<file path="config.mk">
export PLATFORM = sky130hd
export DESIGN_NAME = fir_driver
export DESIGN_NICKNAME = d
export VERILOG_FILES = /design/src/rtl/fir_driver.sv
export SDC_FILE = /design/constraint.sdc
export NUM_CORES = 1
export LEC_CHECK = 0
export ABC_AREA = 1
export CAP_MARGIN = 0
export CORE_UTILIZATION = 48
export DETAILED_ROUTE_END_ITERATION = 6
export PLACE_DENSITY = 0.78
export SYNTH_ARGS = -nofsm -noshare
export SYNTH_HDL_FRONTEND = slang
export SYNTH_SLANG_ARGS = --single-unit
</file>
<file path="constraint.sdc">
create_clock -name clk -period 1.8 [get_ports clk]
set_clock_uncertainty 0.15 [all_clocks]
set_input_delay 0.18 -clock clk [delete_from_list [all_inputs] [get_ports clk]]
set_output_delay 0.18 -clock clk [all_outputs]
set_load 0.01 [all_outputs]
</file>
<file path="src/rtl/fir_driver.sv">
// FIR filter driver: loads NUM_TAPS coefficients, then streams samples through one data port.
// Optional zero-sample flush is built only when FIR_DRIVER_ZERO_FLUSH_EN is defined.
module fir_driver #(
  parameter int NUM_TAPS   = 5,
  parameter int DATA_WIDTH = 8
) (
  input  logic                  clk,
  input  logic                  reset,
  input  logic                  start,
  input  logic                  reload,
  input  logic [DATA_WIDTH-1:0] cfg_data,
  input  logic                  cfg_valid,
  output logic                  cfg_ready,
  input  logic [DATA_WIDTH-1:0] smp_data,
  input  logic                  smp_valid,
  output logic                  smp_ready,
  input  logic                  flush,
  output logic [DATA_WIDTH-1:0] fir_data,
  output logic                  fir_coef_enable,
  output logic                  fir_sample_enable,
  input  logic                  fir_error,
  output logic                  loaded,
  output logic                  err_flag,
  output logic [15:0]           sample_count
);

  typedef enum logic [2:0] {IDLE, LOAD, GAP, STREAM, ERROR} state_t;

  localparam logic [7:0] LAST_TAP = 8'(NUM_TAPS - 1);

  state_t     state, state_nxt;
  logic [7:0] coef_cnt;
  logic       cfg_hs, smp_hs, issue_zero, flush_block, load_entry;

`ifdef FIR_DRIVER_ZERO_FLUSH_EN
  logic [7:0] flush_left;
  logic       flush_busy, stream_ok, flush_start;

  assign flush_busy  = (flush_left != '0);
  assign stream_ok   = (state == STREAM) && !fir_error && !reload;
  assign flush_start = stream_ok && flush && !flush_busy;
  // The request cycle itself issues the first zero, so NUM_TAPS-1 remain afterwards.
  assign issue_zero  = stream_ok && (flush_busy || flush);
  assign flush_block = flush_busy || flush;

  always_ff @(posedge clk) begin
    if (reset || state_nxt != STREAM) flush_left <= '0;
    else if (flush_start)             flush_left <= LAST_TAP;
    else if (flush_busy && issue_zero) flush_left <= flush_left - 8'd1;
  end
`else
  logic unused_flush;
  assign unused_flush = flush;
  assign issue_zero   = 1'b0;
  assign flush_block  = 1'b0;
`endif

  assign cfg_ready = (state == LOAD);
  assign smp_ready = (state == STREAM) && !fir_error && !reload && !flush_block;
  assign cfg_hs    = cfg_valid && cfg_ready;
  assign smp_hs    = smp_valid && smp_ready;
  assign loaded    = (state == STREAM);
  assign err_flag  = (state == ERROR);

  always_comb begin
    state_nxt = state;
    case (state)
      IDLE:    if (start) state_nxt = LOAD;
      LOAD:    if (cfg_hs && coef_cnt == LAST_TAP) state_nxt = GAP;
      GAP:     state_nxt = STREAM;
      STREAM: begin
        if (reload)         state_nxt = LOAD;
        else if (fir_error) state_nxt = ERROR;
      end
      ERROR:   if (reload) state_nxt = LOAD;
      default: state_nxt = IDLE;
    endcase
  end

  assign load_entry = (state_nxt == LOAD) && (state != LOAD);

  always_ff @(posedge clk) begin
    if (reset) state <= IDLE;
    else       state <= state_nxt;
  end

  always_ff @(posedge clk) begin
    if (reset) begin
      fir_data          <= '0;
      fir_coef_enable   <= 1'b0;
      fir_sample_enable <= 1'b0;
      coef_cnt          <= '0;
      sample_count      <= '0;
    end else begin
      fir_coef_enable   <= cfg_hs;
      fir_sample_enable <= smp_hs || issue_zero;
      if (cfg_hs)          fir_data <= cfg_data;
      else if (smp_hs)     fir_data <= smp_data;
      else if (issue_zero) fir_data <= '0;

      if (load_entry)  coef_cnt <= '0;
      else if (cfg_hs) coef_cnt <= (coef_cnt == LAST_TAP) ? '0 : coef_cnt + 8'd1;

      if (load_entry)                sample_count <= '0;
      else if (smp_hs || issue_zero) sample_count <= sample_count + 16'd1;
    end
  end

endmodule

</file>
# Word-level counts from Yosys, hierarchy flattened
# Index checks and enable logic that the tools add are counted.
# Widths: inputs -> output; s select.
dict set report classes {
  addsub 2
  n_eq_ne 7
  n_mux 9
  n_reduce_logical 11
}
# cell count
set op_table {}
lappend op_table {{$mux 8} 3}
lappend op_table {{$add 16x1->16 const B} 1}
lappend op_table {{$mux 3} 5}
lappend op_table {{$pmux 3 s5} 1}
lappend op_table {{$add 8x1->8 const B} 1}
lappend op_table {{$eq 8x3->1 const B} 1}
lappend op_table {{$eq 3x1->1 const B} 2}
lappend op_table {{$eq 3x2->1 const B} 2}
lappend op_table {{$logic_and 1x1->1} 6}
lappend op_table {{$eq 3x3->1 const B} 1}
lappend op_table {{$logic_not 3->1} 1}
lappend op_table {{$ne 3x1->1 const B} 1}
lappend op_table {{$logic_not 1->1} 2}
lappend op_table {{$reduce_bool 2->1} 1}
lappend op_table {{$reduce_or 2->1} 1}
dict set report totals {
  reg_bits 37
  in_bits 24
  output_inout_bits 30
  wordCells 35
}

# Longest topological paths before layout
dict set report logic_depth {
  word_depth 8
  mapped_depth 9
}

# Worst setup path before layout
# OpenSTA, ideal clock, no wires.
dict set report synth_path {
  path_type {register -> register}
  start {register sample_count[1]}
  end {register sample_count[14]}
  setup_time_ns 0.112
  arrival_ns 1.255
  required_ns 1.538
  path_slack_ns 0.283
  stages_incl_launch_ff 9
  n_path_buf 0
  path_cell_list {dfxtp_1 ha_1 nand2_1 nor2_1 nand3_1 nor2_2 nand4_1 nand2_1 nor2_1}
}
dict set report synth_between {
  elab_chain_len 1
}
# element line_no
set synth_rtl {}
lappend synth_rtl {{start, declared} 24} ;# output logic [15:0] sample_count
lappend synth_rtl {{start signal, assigned} 105} ;# else if (smp_hs || issue_zero) sample_count <= sample_count + 16'd1;
lappend synth_rtl {{$add 16x1->16} 105}
# Every way passes these cells.
# A chain may end at the register's enable or synchronous reset.

# Final worst setup path
dict set report layout_path {
  start {register sample_count[11]}
  end {output sample_count[11]}
}
# No word-level cell between the ends.

==> qor.csv <==
metric,value,unit
coreArea,3800,sq um
antenna_found_initial,0,
io_buffers,52,
clkSinkCount,37,
setup_ws,0.131,ns
final_cell_mix,"nand2_1 (78), clkdlybuf4s50_1 (48), nor2_1 (38)",
ioPinCount,54,
dieArea,4340,sq um
area.growth.synth_to_final,39.3,%
setup_viol,0,
synth_area_per_cell,6.99,sq um
slowest_stage,clkdlybuf4s50_1,
rows,22,
gr-total-overflow,0,
relSlewSlack,77.7,%
drtIter0Drc,135,
dpl_worst_slack,-0.128,ns
pwr-share-clk,35.7,%
cp_num_buf_inv,1,
cts_made_buffers,5,
synth_edf_count,0,
required,1.47,ns
slew_violations,0,
r2r_start,state[0]$_SDFF_PP0_,
seqPwrFrac,52.6,%
die_x,65.9,um
hold_class,in2reg,
ant_nets,0,
dp_hpwl,3430,um
finalCriticalPeriod,1.67,ns
r2r_slack,0.14,ns
drt_pass1_iterations,4,
sw_frac_of_total,25.1,%
vias,2049,
hold_violations,0,
hold_end,fir_data[1]$_SDFFE_PP0P_,
use_met1,29.4,%
finalNetCount,376,
timing.rr.end,sample_count[7]$_SDFFE_PP0P_,
n_antenna_cell,0,
intPower,0.00120,W
fin_cells,398,
met2_usage,41.6,%
start_util,51.5,%
r2r_cells,8,
ys_async_sr_fraction,0,%
drc_errors,0,
p_per_area,587,nW/um^2
rsz0062_at_grt,no,
slowest_delay,0.59,ns
cp-end-kind,output port,
syn_area,1960,sq um
final_common_cell,nand2_1,
grt_max_degree,25,
clkTransAtPathRegs,0.08,ns
synth.distinct_cells,30,
cp.arrival,1.34,ns
final.setup.tns,0,ns
status,finished clean,
worst_slew_pin_slew,0.332,ns
yosys_warnings,0,
cts_root_buf,clkbuf_8,
crit_family,buffers and inverters,
share_comb_of_total_power,11.8,%
wl,4800,um
clk_latency,0.29,ns
startpoint,sample_count[11]$_SDFFE_PP0P_,
synthFlopType,dfxtp_1,
max_freq,599,MHz
die_y,65.9,um
layout-drive-gt1-share,15.1,%
syn-num-nets,307,
viasPerCell,5.15,
grtUsageMet3,5.17,%
worstHoldPathCells,3,
avgRoutedWirePerCell,12.1,um
grt_pass1_wl,8090,um
cts_tree,yes,
max_cap_violations,0,
grt_usage,24.0,%
grt_pass1_vias,1882,
cts_htree_levels,2,
crit_chain,clkdlybuf4s50_1,
worstHoldStart,smp_data[1],
clockBufferDepth,2,
holdBufCountCts,0,
synth-seq-cells,37,
period_share,92.7,%
power_switching,0.000401,W
irDropWorstVdd,404,uV
synthCells,280,
dp_cells,388,
fin_util,71.8,%
grt-busiest-layer,met2,
critPathKind,reg2out,
gp_congestion,0.861,
seq_area_frac_synth,37.8,%
leakage,1.03,nW
crit_path_max_fanout,6,
cp-start-kind,flip-flop,
==> final cells by class <==
class,instances,area [sq um]
timing repair buffer,68,656
clock buffer,5,68.8
fill,332,1070
multi-input combinational,212,1080
clock inverter,3,17.5
tap,48,60.1
sequential,37,747
inverter,25,93.8
==> repair_timing <==
| action | CTS | global route |
|---|---|---|
| endpoints found under the setup margin | 4 | 3 |
| gates resized for setup | 7 | 4 |
| setup buffers | 2 | 0 |
| pin swaps | 1 | 0 |
| endpoints found under the hold margin | 0 | 0 |
==> layer usage <==
metal,wire (um),vias up
met4,46,0
met1,2190,927
met5,0,-
met2,2260,70
met3,302,6
li1,-,1046
==> cell families after synthesis <==
logic type,synth area share [%]
and+or+nand+nor,36.9
xor gates and xnor gates,3.13
AOI/OAI and AO/OA,13.0
adders and majority gates,1.92
DFF,37.8
buffers and inverters,7.28
==> cells in the mapped netlist, types with 2 or more instances <==
cell	count	share of area [%]
nor3_1	4	1.0
nor2_2	5	1.6
buf_2	3	0.77
o21ai_0	14	3.6
buf_6	3	1.7
xor2_1	4	1.8
nand3_2	2	1.0
dfxtp_1	37	38
nand3_1	15	3.8
a31oi_1	8	2.6
nand4_1	5	1.6
a21oi_2	8	3.6
o21ai_1	2	0.51
nand2_1	78	15
inv_1	24	4.6
xnor2_1	3	1.3
nor2_1	40	7.7
ha_1	3	1.9
a21oi_1	8	2.0
nand2_2	4	1.3
==> stage by stage <==
| stage | hold slack, ns | total power, W | cell area, sq um |
|---|---|---|---|
| 2_1_floorplan | 0.0991 | 0.000948 | 1960 |
| 3_3_place_gp | 0.325 | 0.00105 | 2610 |
| 3_5_place_dp | 0.330 | 0.00105 | 2610 |
| 4_1_cts | 0.299 | 0.00161 | 2720 |
| 5_1_grt | 0.308 | 0.00167 | 2730 |
| 6_report | 0.304 | 0.00160 | 2730 |
==> flip-flops by register name, indices dropped and copies added (netlist names) <==
| name | cells |
|---|---|
| sample_count | 16 |
| coef_cnt | 8 |
| fir_data | 8 |
| state | 3 |
| fir_coef_enable | 1 |
| fir_sample_enable | 1 |
==> power by group through the flow <==
stage	combinational [W]	clock (W)	sequential (W)
6_report	0.000188	0.000571	0.000841
5_1_grt	0.000206	0.000621	0.000843
4_1_cts	0.000189	0.000583	0.000843
3_5_place_dp	0.000187	0	0.000862
3_3_place_gp	0.000185	0	0.000861
2_1_floorplan	0.0000811	0	0.000867
==> how the worst max path moves through the flow <==
stage                                     to  cells after the start
6_report                    sample_count[11]                      1
5_1_grt        sample_count[15]$_SDFFE_PP0P_                      8
4_1_cts                             err_flag                      3
3_5_place_dp    sample_count[9]$_SDFFE_PP0P_                      7
3_3_place_gp                       smp_ready                      4
2_1_floorplan  sample_count[14]$_SDFFE_PP0P_                      8
==> worst register-to-register path: cells and delay by family (launching register included) <==
family        cells  cell delay (ns)
simple gates      6             0.75
flops             1             0.36
xor+xnor          1             0.15
buf+inv           1             0.13
(Power assumes the default switching activity.)
